$ cat config.mk
export PLATFORM = sky130hd
export DESIGN_NAME = button_debounce
export DESIGN_NICKNAME = d
export VERILOG_FILES = /design/src/rtl/button_debounce.sv
export SDC_FILE = /design/constraint.sdc
export NUM_CORES = 1
export LEC_CHECK = 0
export CORE_MARGIN = 4
export CORE_UTILIZATION = 45
export CTS_CLUSTER_SIZE = 25
export DETAILED_ROUTE_END_ITERATION = 6
export PLACE_DENSITY_LB_ADDON = 0.05
export SYNTH_ARGS = -nofsm -noshare
export SYNTH_HDL_FRONTEND = slang
export SYNTH_SLANG_ARGS = --single-unit
export TNS_END_PERCENT = 5
$ cat constraint.sdc
create_clock -name clk -period 4.05 [get_ports clk]
set_clock_uncertainty 0.1 [all_clocks]
set_input_delay 0.405 -clock clk [delete_from_list [all_inputs] [get_ports clk]]
set_output_delay 0.405 -clock clk [all_outputs]
set_load 0.005 [all_outputs]
$ cat src/rtl/button_debounce.sv
// Two-channel push-button front end: synchronize, debounce, then turn each
// debounced press into a press pulse plus timed auto-repeat pulses.
module button_debounce #(
    parameter logic [15:0] DEBOUNCE_CYCLES = 16'd50000,
    parameter logic [23:0] REPEAT_DELAY    = 24'd5000000,
    parameter logic [23:0] REPEAT_PERIOD   = 24'd2500000
) (
    input  logic clk,
    input  logic rst,
    input  logic control_up,
    input  logic control_down,
    output logic button_up,
    output logic button_down,
    output logic held_up,
    output logic held_down,
    output logic conflict
);

    typedef enum logic [1:0] {
        IDLE,
        WAIT_DELAY,
        REPEAT
    } state_t;

    // Channel 0 is "up", channel 1 is "down".
    logic [1:0]        raw;
    logic [1:0]        sync1;
    logic [1:0]        sync2;
    logic [1:0]        level;
    logic [1:0]        level_next;
    logic [1:0]        pulse;
    logic [1:0][15:0]  count;
    logic [1:0][23:0]  timer;
    state_t [1:0]      state;
    logic              conflict_next;
    logic              hold;

    assign raw = {control_down, control_up};

    // NOTE: sequential state uses non-blocking assignments so every flop samples
    // pre-edge values; the async reset clears all state independent of clk.
    always_ff @(posedge clk or posedge rst) begin
        if (rst) begin
            sync1 <= '0;
            sync2 <= '0;
        end else begin
            sync1 <= raw;
            sync2 <= sync1;
        end
    end

    // The debounced level flips on the edge its counter completes the run, so the
    // FSM sees the new level in the same edge and the press pulse lines up with it.
    always_comb begin
        level_next = level;
        for (int ch = 0; ch < 2; ch++) begin
            if ((sync2[ch] != level[ch]) && (count[ch] == DEBOUNCE_CYCLES - 16'd1)) begin
                level_next[ch] = ~level[ch];
            end
        end
    end

    // Hold covers the edge conflict starts and the edge it ends, so the surviving
    // channel restarts its delay from zero once conflict drops.
    assign conflict_next = level_next[0] & level_next[1];
    assign hold          = conflict | conflict_next;

    always_ff @(posedge clk or posedge rst) begin
        if (rst) begin
            level    <= '0;
            pulse    <= '0;
            count    <= '0;
            timer    <= '0;
            state[0] <= IDLE;
            state[1] <= IDLE;
        end else begin
            level <= level_next;
            for (int ch = 0; ch < 2; ch++) begin
                if ((sync2[ch] == level[ch]) || (level_next[ch] != level[ch])) begin
                    count[ch] <= '0;
                end else begin
                    count[ch] <= count[ch] + 16'd1;
                end

                pulse[ch] <= 1'b0;
                if (!level_next[ch]) begin
                    state[ch] <= IDLE;
                    timer[ch] <= '0;
                end else if (hold) begin
                    state[ch] <= WAIT_DELAY;
                    timer[ch] <= '0;
                end else begin
                    case (state[ch])
                        IDLE: begin
                            pulse[ch] <= 1'b1;
                            state[ch] <= WAIT_DELAY;
                            timer[ch] <= '0;
                        end
                        WAIT_DELAY: begin
                            if (REPEAT_DELAY != 24'd0) begin
                                if (timer[ch] == REPEAT_DELAY - 24'd1) begin
                                    pulse[ch] <= 1'b1;
                                    state[ch] <= REPEAT;
                                    timer[ch] <= '0;
                                end else if (timer[ch] != '1) begin
                                    timer[ch] <= timer[ch] + 24'd1;
                                end
                            end
                        end
                        REPEAT: begin
                            if (timer[ch] >= REPEAT_PERIOD - 24'd1) begin
                                pulse[ch] <= 1'b1;
                                timer[ch] <= '0;
                            end else if (timer[ch] != '1) begin
                                timer[ch] <= timer[ch] + 24'd1;
                            end
                        end
                        default: begin
                            state[ch] <= IDLE;
                            timer[ch] <= '0;
                        end
                    endcase
                end
            end
        end
    end

    assign button_up   = pulse[0];
    assign button_down = pulse[1];
    assign held_up     = level[0];
    assign held_down   = level[1];
    assign conflict    = level[0] & level[1];

endmodule

==> results of run 1 <==
layer usage:
metal  track usage [%]  vias up  part of all wire (%)
met4              6.23        0                   1.6
met1              25.2     2014                    51
met2              25.2       66                    44
li1                  -     2035                     -
met3              2.93       13                   3.1
met5                 0        -                     0
report_power, final:
part | leakage, nW | internal, mW | switching [mW] | total, mW
registers | 1.27 | 0.925 | 0.00481 | 0.930
logic | 0.766 | 0.0107 | 0.0278 | 0.0386
clock network | 0.142 | 0.451 | 0.365 | 0.816
registers in the layout, summed over array words and instances (netlist names):
name   flops
count     32
level      2
pulse      2
state      4
sync1      2
sync2      2
timer     48
worst max-delay path by stage:
stage	slack, ps	from	depth (start not counted)	endpoint
global placement	1610	timer[11]	6	timer[6]
detailed placement	1520	count[7]	5	timer[30]
floorplan	1150	rst	1	count[0]
CTS	1500	count[7]	5	timer[30]
finish	1560	timer[11]	6	timer[14]
global route	1270	count[7]	5	timer[30]
final cells by class:
| class | instances | share of cell area (%) |
|---|---|---|
| flip-flops and latches | 92 | 39.4 |
| inverters | 17 | 1.11 |
| clock inverters | 5 | 0.600 |
| multi-input cells | 414 | 49.4 |
| repair buffers | 12 | 2.10 |
| well taps | 143 | 3.06 |
| clock buffers | 11 | 4.33 |
metrics by stage:
| step | hold slack [ps] | instance area (µm²) | utilization [%] |
|---|---|---|---|
| 4_1_cts | 263 | 5840 | 50.5 |
| 6_report | 260 | 5840 | 50.5 |
| 3_3_place_gp | 240 | 5550 | 48.0 |
| 5_1_grt | 277 | 5840 | 50.5 |
| 3_5_place_dp | 248 | 5550 | 48.0 |
| 2_1_floorplan | 231 | 5390 | - |
kinds of logic (layout without fill, tap and decap cells):
logic type / count (synthesis) / count (layout) / synth area share [%]
DFF: 92 / 92 / 42.7
adders and majority gates: 12 / 12 / 2.78
xor gates and xnor gates: 50 / 50 / 8.12
muxes: 8 / 8 / 1.60
AOI/OAI and AO/OA: 91 / 91 / 12.4
buffers and inverters: 45 / 45 / 3.99
and+or+nand+nor: 253 / 253 / 28.4
placed cells by master, fill, tap and decap left out, drive strengths merged, types with 2 or more instances in the layout:
cell type	Yosys	routed
a2111oi	3	3
a211o	4	4
a211oi	23	23
a21oi	8	8
a311oi	3	3
a31oi	3	3
and2	6	6
and3	16	16
and4	11	11
buf	19	4
clkbuf	9	11
clkdlybuf4s50	0	8
clkinv	0	4
dfrtp	92	92
ha	12	12
inv	17	17
mux2	2	2
mux2i	6	6
nand2	35	35
nand2b	3	3
nand3	24	24
nand4	18	18
nand4b	3	3
nor2	41	41
nor3	39	39
nor4	12	12
nor4b	4	4
nor4bb	3	3
o2111ai	4	4
o21ai	20	20
o311ai	3	3
o31ai	10	10
or2	2	2
or3	22	22
or4	8	8
or4b	2	2
xnor2	24	24
xor2	26	26
==> flow_metrics.py, run 1 <==
metrics = {
    "drt": {
        "avgRoutedWirePerCell_um": 16.3,
        "vias": 4128,
        "ant_nets": 0,
        "drt-total-wl_mm": 11.3,
        "drc": 0,
        "first_iter_violations": 297,
        "firstDrtPassIters": 4,
        "viasPerCell": 5.95,
    },
    "yosys": {
        "avgSynthCellArea_um2": 9.79,
        "synth-main-ff-cell": "dfrtp_1",
        "synth-seq-area-share_pct": 42.7,
        "yosys_warnings": 0,
        "syn_nets": 567,
        "yosys.cell_count.top_type": "dfrtp_1",
        "yosysTopAreaCell": "dfrtp_1",
        "synth-edff-count": 0,
        "netlist_instances": 551,
        "netlist_area_um2": 5390,
        "synthTopCellsByCount": "92 x dfrtp_1, 41 x nor2_1, 35 x nand2_1",
        "synth_top_area_share_pct": 42.7,
        "synth.distinct_cells": 62,
        "ys_ff_latch": 92,
        "ys_top_cells_by_area": "dfrtp_1 43%, xor2_1 4.2%, xnor2_1 3.9%",
        "synth-async-reset-ratio_pct": 100,
    },
    "timing": {
        "rsz0062_at_grt": "false",
        "setup_slack_ps": 1560,
        "hold_violations": 0,
        "maxSlewHeadroom_pct": 57.4,
        "worst_pin_slew_ps": 623,
        "period_minus_slack_ps": 2490,
        "setup-tns-final_ps": 0,
        "fmax_mhz": 401,
        "period_share_pct": 61.5,
        "slew_violations": 0,
        "finalSetupViolations": 0,
    },
    "setup_path": {
        "path_cells": "or3b_2 -> nor4_1 -> a31oi_1 -> a2bb2oi_2 -> buf_4 -> nor3_1",
        "r2r_end": "timer[14]",
        "cp_max_fo": 13,
        "cp.required_ps": 4170,
        "startpoint_type": "flop",
        "path_buf_inv": 1,
        "end_kind": "flop",
        "criticalPathCategory": "reg2reg",
        "crit_slowest_cell": "or3b_2",
        "worstReg2RegStart": "timer[11]",
        "worstPathArrival_ps": 2610,
        "r2r_cells": 6,
        "r2r_setup_slack_ps": 1560,
        "critPathTopFamily": "simple AND/OR/NAND/NOR gates",
        "slowest_delay_ps": 490,
    },
    "floorplan": {
        "ios": 9,
        "core_um2": 11600,
        "start_util_pct": 46.6,
        "dieHeight_um": 117,
        "die-area_um2": 13800,
        "die_x_um": 117,
        "rows": 39,
    },
    "global_routing": {
        "grt.overflow.total": 0,
        "grt_pass1_vias": 3981,
        "antenna_found_initial": 0,
        "grt_max_degree": 62,
        "grt_usage_pct": 17.1,
        "grt_pass1_wl_mm": 19.8,
    },
    "power_and_ir_drop": {
        "power_density_nw_per_um2": 306,
        "p_leak_nw": 2.18,
        "power_mw": 1.78,
        "peakVddDrop_mv": 0.154,
    },
    "place": {
        "pre_cts_ws_ps": 1520,
        "placed_cells": 678,
        "hpwl_mm": 7.62,
        "portBuffers": 8,
        "globalplace.congestion": 0.849,
    },
    "hold_path": {
        "hold_start": "sync1[1]",
        "hold_class": "reg2reg",
        "whs_endpoint": "sync2[1]",
        "hold_depth": 0,
    },
    "cells_and_area": {
        "diodes": 0,
        "final_layout_size_suffix_gt1_share_pct": 10.3,
        "multiInputGateArea_um2": 2880,
        "seq_area_um2": 2300,
        "final_cell_count_no_fill": 694,
        "nNetsFinal": 562,
        "fill_cells": 1054,
        "syn2layout_area_growth_pct": 8.26,
    },
    "cts": {
        "cts-root-buf": "clkbuf_16",
        "cts_buffers": 9,
        "cts_tree": "built",
        "worstSkewPairLatency_ps": 350,
        "ctsHtreeMaxLevel": 3,
        "clock_sinks": 92,
        "postCtsHoldBufs": 0,
        "cts_resized": 0,
        "cts_setup_buffers": 0,
        "cts_buffer_depth": 2,
        "clkSlewWorstSetupHoldPaths_ps": 70,
    },
    "run_status": {
        "status": "finished, final reports clean",
    },
    "job": {
        "maxCapViolCount": 0,
    },
}
(Power assumes the default switching activity.)
==> inputs of run 2 (changes only) <==
==> constraint.sdc (replaced) <==
create_clock -name clk -period 2.45 [get_ports clk]
set_clock_uncertainty 0.1 [all_clocks]
set_input_delay 0.245 -clock clk [delete_from_list [all_inputs] [get_ports clk]]
set_output_delay 0.245 -clock clk [all_outputs]
set_load 0.005 [all_outputs]
==> run 2 against run 1 <==
Non-clock buffer count up 28. Register-to-register slack worse by 1500 ps. Setup slack worse by 1500 ps. Total power up 69%. Sequential power up 66%. Global-route usage up 0.65 points. Sequential cell count unchanged. Final area up 5.4%.
==> flow_metrics.py, run 2 (synthesis results as in run 1) <==
metrics = {
    "floorplan": {
        "start_util_pct": 46.6,
        "core_um2": 11600,
        "die-area_um2": 13800,
        "die_x_um": 117,
        "dieHeight_um": 117,
        "ios": 9,
        "rows": 39,
    },
    "power_and_ir_drop": {
        "p_leak_nw": 2.34,
        "power_density_nw_per_um2": 489,
        "peakVddDrop_mv": 0.350,
    },
    "cts": {
        "clkSlewWorstSetupHoldPaths_ps": 70,
        "cts_tree": "built",
        "ctsHtreeMaxLevel": 3,
        "cts_buffer_depth": 2,
        "cts_buffers": 9,
        "clock_sinks": 92,
        "worstSkewPairLatency_ps": 350,
        "cts-root-buf": "clkbuf_16",
    },
    "place": {
        "hpwl_mm": 8.01,
        "globalplace.congestion": 0.851,
        "portBuffers": 8,
        "placed_cell_area_um2": 5800,
        "pre_cts_ws_ps": 58.3,
    },
    "setup_path": {
        "criticalPathCategory": "reg2reg",
        "cp_max_fo": 10,
        "end_kind": "flop",
        "worstReg2RegStart": "count[27]",
        "r2r_end": "timer[19]",
        "crit_end": "timer[19]",
        "startpoint_type": "flop",
        "r2r_setup_slack_ps": 100,
        "cp.required_ps": 2610,
        "worstPathArrival_ps": 2510,
        "crit_start": "count[27]",
        "r2r_cells": 6,
    },
    "cells_and_area": {
        "top_regs": "timer x48, count x32, state x4",
        "diodes": 0,
        "design_area_um2": 6150,
        "final_common_cell": "dfrtp_1",
        "syn2layout_area_growth_pct": 14.1,
        "final_cell_mix": "92 x dfrtp_1, 40 x nor2_1, 35 x nand2_1",
        "regMostFlops": "timer",
        "multiInputGateArea_um2": 2930,
        "final_layout_size_suffix_gt1_share_pct": 15.4,
        "finish.utilization_pct": 53.2,
        "nNetsFinal": 590,
        "seq_area_um2": 2300,
        "fill_cells": 1045,
        "largest_register_ffs": 48,
    },
    "global_routing": {
        "grt_pass1_vias": 4150,
        "grt_max_degree": 52,
        "grt.overflow.total": 0,
        "grt_usage_pct": 17.7,
        "grt_pass1_wl_mm": 20.3,
        "antenna_found_initial": 0,
    },
    "drt": {
        "ant_nets": 0,
        "drc": 0,
        "viasPerCell": 5.79,
        "drt-total-wl_mm": 11.7,
        "first_iter_violations": 281,
        "vias": 4181,
        "firstDrtPassIters": 4,
        "avgRoutedWirePerCell_um": 16.2,
    },
    "timing": {
        "fmax_mhz": 425,
        "period_minus_slack_ps": 2350,
        "setup-tns-final_ps": 0,
        "maxSlewHeadroom_pct": 61.6,
        "finalSetupViolations": 0,
        "hold_violations": 0,
        "slew_violations": 0,
        "setup_slack_ps": 99.6,
        "period_share_pct": 95.9,
        "worst_pin_slew_ps": 571,
        "rsz0062_at_grt": "true",
    },
    "run_status": {
        "status": "finished, final reports clean",
    },
    "hold_path": {
        "hold_class": "in2async",
    },
    "job": {
        "maxCapViolCount": 0,
    },
}
## run 2: cell count changes in the layout (fill, tap and decap cells not counted), moves of 2 or more
cell        change
buf_4          +24
clkinv_2        -2
clkbuf_8        -2
nor3_1          -2
clkbuf_1        +2
mux2i_2         +2
mux2i_1         -2
clkinvlp_4      +2
buf_12          +4
nor3_2          +2
## run 2: area by class of cell
| class | count | share of cell area, % |
|---|---|---|
| Sequential cell | 92 | 37.4 |
| Clock inverter | 5 | 0.996 |
| Inverter | 17 | 1.10 |
| Timing Repair Buffer | 40 | 6.22 |
| Tap cell | 143 | 2.91 |
| Multi-Input combinational cell | 414 | 47.6 |
| Clock buffer | 11 | 3.78 |
## run 2: worst min path at each step
stage                          end  depth (start not counted)       start  slack [ps]
after floorplan           sync1[0]                          0  control_up         180
after global placement    sync2[0]                          0    sync1[0]         250
after detailed placement  sync2[1]                          0    sync1[1]         240
after CTS                 sync1[1]                          2         rst          90
after global routing      sync1[1]                          2         rst         110
final                     sync2[1]                          2         rst          90
## run 2: stage by stage
step	std cells	hold WS (ps)	power [mW]
detailed placement	704	236	1.64
global placement	704	247	1.64
finish	722	85.6	3.01
CTS	720	88.2	3.07
global route	722	107	3.13
floorplan	551	176	1.61
## run 2: power breakdown
part           internal, mW  switching, mW
Sequential             1.53        0.00798
Combinational        0.0200         0.0468
Clock                 0.797          0.609
Total                  2.35          0.663
## run 2: per-layer routing
layer | GRT usage (%) | vias to the layer above | share of wire [%] | wire length (µm)
li1 | - | 2098 | - | -
met1 | 24.8 | 2033 | 51 | 5900
met2 | 27.0 | 46 | 45 | 5320
met3 | 5.33 | 4 | 3.2 | 371
met4 | 4.40 | 0 | 0.81 | 95
met5 | 0 | - | 0 | 0
## run 2: critical path, cell delays in order, from the launching register on
cell and delay (ps):
dfrtp_1 430, or4b_4 510, nor4_4 290, mux2i_2 330, nand3_2 180, buf_4 230
a211oi_1 190
## run 2: what timing repair did
| item | in CTS | in global routing |
|---|---|---|
| endpoints found under the hold margin | 0 | 0 |
| hold buffers | 0 | 0 |
| buffers inserted | 0 | 2 |
| endpoints found under the setup margin | 0 | 30 |
| gates resized for setup | 0 | 8 |
==> inputs of run 3 (changes only) <==
--- a/config.mk
+++ b/config.mk
@@ -6,7 +6,7 @@
 export NUM_CORES = 1
 export LEC_CHECK = 0
 export CORE_MARGIN = 4
-export CORE_UTILIZATION = 45
+export CORE_UTILIZATION = 55
 export CTS_CLUSTER_SIZE = 25
 export DETAILED_ROUTE_END_ITERATION = 6
 export PLACE_DENSITY_LB_ADDON = 0.05
==> constraint.sdc (replaced) <==
create_clock -name clk -period 2.32 [get_ports clk]
set_clock_uncertainty 0.1 [all_clocks]
set_input_delay 0.232 -clock clk [delete_from_list [all_inputs] [get_ports clk]]
set_output_delay 0.232 -clock clk [all_outputs]
set_load 0.005 [all_outputs]
==> run 3 against run 2 <==
Fmax up 2.0%. Setup slack worse by 83 ps. Highest routed layer unchanged. Total power is 2.3% lower. Largest cell class unchanged. Register-to-register slack got worse by 80 ps. Count of clock-buffer cells in the layout down 1. Hold slack better by 69 ps. Combinational power is 11% higher. Sequential cell count unchanged. Core utilization rose by 13 points.
==> flow_metrics.py, run 3 (synthesis results as in run 1) <==
metrics = {
    "timing": {
        "finalSetupViolations": 0,
        "hold_slack_ps": 155,
        "slew_violations": 0,
        "period_share_pct": 99.3,
        "fmax_mhz": 434,
        "rsz0062_at_grt": "true",
        "hold_violations": 0,
        "maxSlewHeadroom_pct": 60.7,
        "setup-tns-final_ps": 0,
        "worst_pin_slew_ps": 585,
        "period_minus_slack_ps": 2300,
    },
    "cells_and_area": {
        "top_regs": "timer x48, count x32, state x4",
        "final_cell_count_no_fill": 723,
        "regMostFlops": "timer",
        "nNetsFinal": 605,
        "syn2layout_area_growth_pct": 15.1,
        "largest_register_ffs": 48,
        "final_layout_size_suffix_gt1_share_pct": 17.7,
        "final_cell_mix": "92 x dfrtp_1, 40 x nor2_1, 40 x buf_4",
        "final_common_cell": "dfrtp_1",
        "design_area_um2": 6210,
        "fill_cells": 760,
        "diodes": 0,
    },
    "place": {
        "globalplace.congestion": 0.875,
        "placed_cells": 705,
        "placed_cell_area_um2": 5920,
        "hpwl_mm": 7.90,
        "portBuffers": 8,
    },
    "hold_path": {
        "hold_class": "in2async",
    },
    "power_and_ir_drop": {
        "p_leak_nw": 2.41,
        "power_density_nw_per_um2": 474,
        "peakVddDrop_mv": 0.422,
    },
    "drt": {
        "viasPerCell": 6.12,
        "ant_nets": 0,
        "avgRoutedWirePerCell_um": 16.0,
        "firstDrtPassIters": 4,
        "first_iter_violations": 266,
        "vias": 4424,
        "drt-total-wl_mm": 11.6,
        "drc": 0,
    },
    "global_routing": {
        "grt_max_degree": 46,
        "antenna_found_initial": 0,
        "grt_pass1_vias": 4225,
        "use_met1_pct": 30.9,
        "grt_usage_pct": 21.4,
        "use_met2_pct": 32.8,
        "gr-max-usage-layer": "met2",
        "grt.overflow.total": 0,
        "use_met3_pct": 4.33,
        "grt_pass1_wl_mm": 20.2,
    },
    "cts": {
        "ctsHtreeMaxLevel": 3,
        "clock_sinks": 92,
        "cts-root-buf": "clkbuf_8",
        "cts_tree": "built",
        "cts_buffers": 9,
        "cts_buffer_depth": 2,
        "postCtsHoldBufs": 0,
        "worstSkewPairLatency_ps": 370,
        "clkSlewWorstSetupHoldPaths_ps": 100,
    },
    "setup_path": {
        "startpoint_type": "flop",
        "path_cells": "ha_1 -> and4_1 -> or3_1 -> a31oi_1 -> a2bb2oi_2 -> buf_12 -> nor4_4",
        "slowest_delay_ps": 440,
        "cp_max_fo": 24,
        "criticalPathCategory": "reg2reg",
        "end_kind": "flop",
        "worstPathArrival_ps": 2480,
        "cp.required_ps": 2490,
        "crit_slowest_cell": "dfrtp_1",
    },
    "job": {
        "maxCapViolCount": 0,
    },
    "floorplan": {
        "rows": 35,
        "die_x_um": 107,
        "start_util_pct": 57.6,
        "dieHeight_um": 107,
        "ios": 9,
        "core_um2": 9370,
        "die-area_um2": 11500,
    },
    "run_status": {
        "status": "finished, final reports clean",
    },
}
run 3: per-layer routing:
layer  up-vias  wire length [µm]  share of wire [%]
met1      2163              5490                 47
met3        12               580                5.0
met5         -                 0                  0
met2       121              5350                 46
li1       2128                 -                  -
met4         0               154                1.3
run 3: final timing paths:
check | start | end | slack, ps | cells after the start
max | timer[0] | timer[6] | 20 | 7
min | rst | count[10] | 150 | 2
max reg2reg | timer[0] | timer[6] | 20 | 7
min reg2reg | sync1[0] | sync2[0] | 270 | 0
max in group asynchronous | rst | timer[8] | 1360 | 3
min in group clk | control_up | sync1[0] | 200 | 1
run 3: critical path: cells and delay by family, from the launching register on:
kind / cells / cell delay [ps]
and+or+nand+nor: 3 / 850
AOI/OAI and AO/OA: 2 / 370
DFF: 1 / 440
adders and majority gates: 1 / 270
buffers and inverters: 1 / 170
run 3: area by class of cell:
type | instances | area (µm²) | area share (%)
multi-input cells | 414 | 2930 | 47.1
flip-flops and latches | 92 | 2300 | 37.1
repair buffers | 55 | 520 | 8.38
well taps | 129 | 161 | 2.60
clock buffers | 10 | 138 | 2.22
clock inverters | 6 | 93.8 | 1.51
inverters | 17 | 67.6 | 1.09
run 3: report_power, final:
group          switching (mW)  internal, mW  total, mW
combinational          0.0501        0.0241     0.0742
clock                   0.599         0.646       1.25
sequential            0.00854          1.61       1.62
run 3: timing repair:
item / CTS / global route
pin swaps: 0 / 1
setup buffers: 1 / 1
endpoints found under the setup margin: 1 / 31
gates resized for setup: 1 / 6
run 3: metrics by stage:
step / utilization [%] / total power, mW / setup WS, ps
6_report: 66.2 / 2.94 / 16.1
5_1_grt: 66.2 / 3.05 / -49.0
4_1_cts: 65.8 / 2.98 / 12.8
3_5_place_dp: 63.2 / 1.73 / -48.7
3_3_place_gp: 63.2 / 1.73 / 55.3
2_1_floorplan: - / 1.70 / 93.3
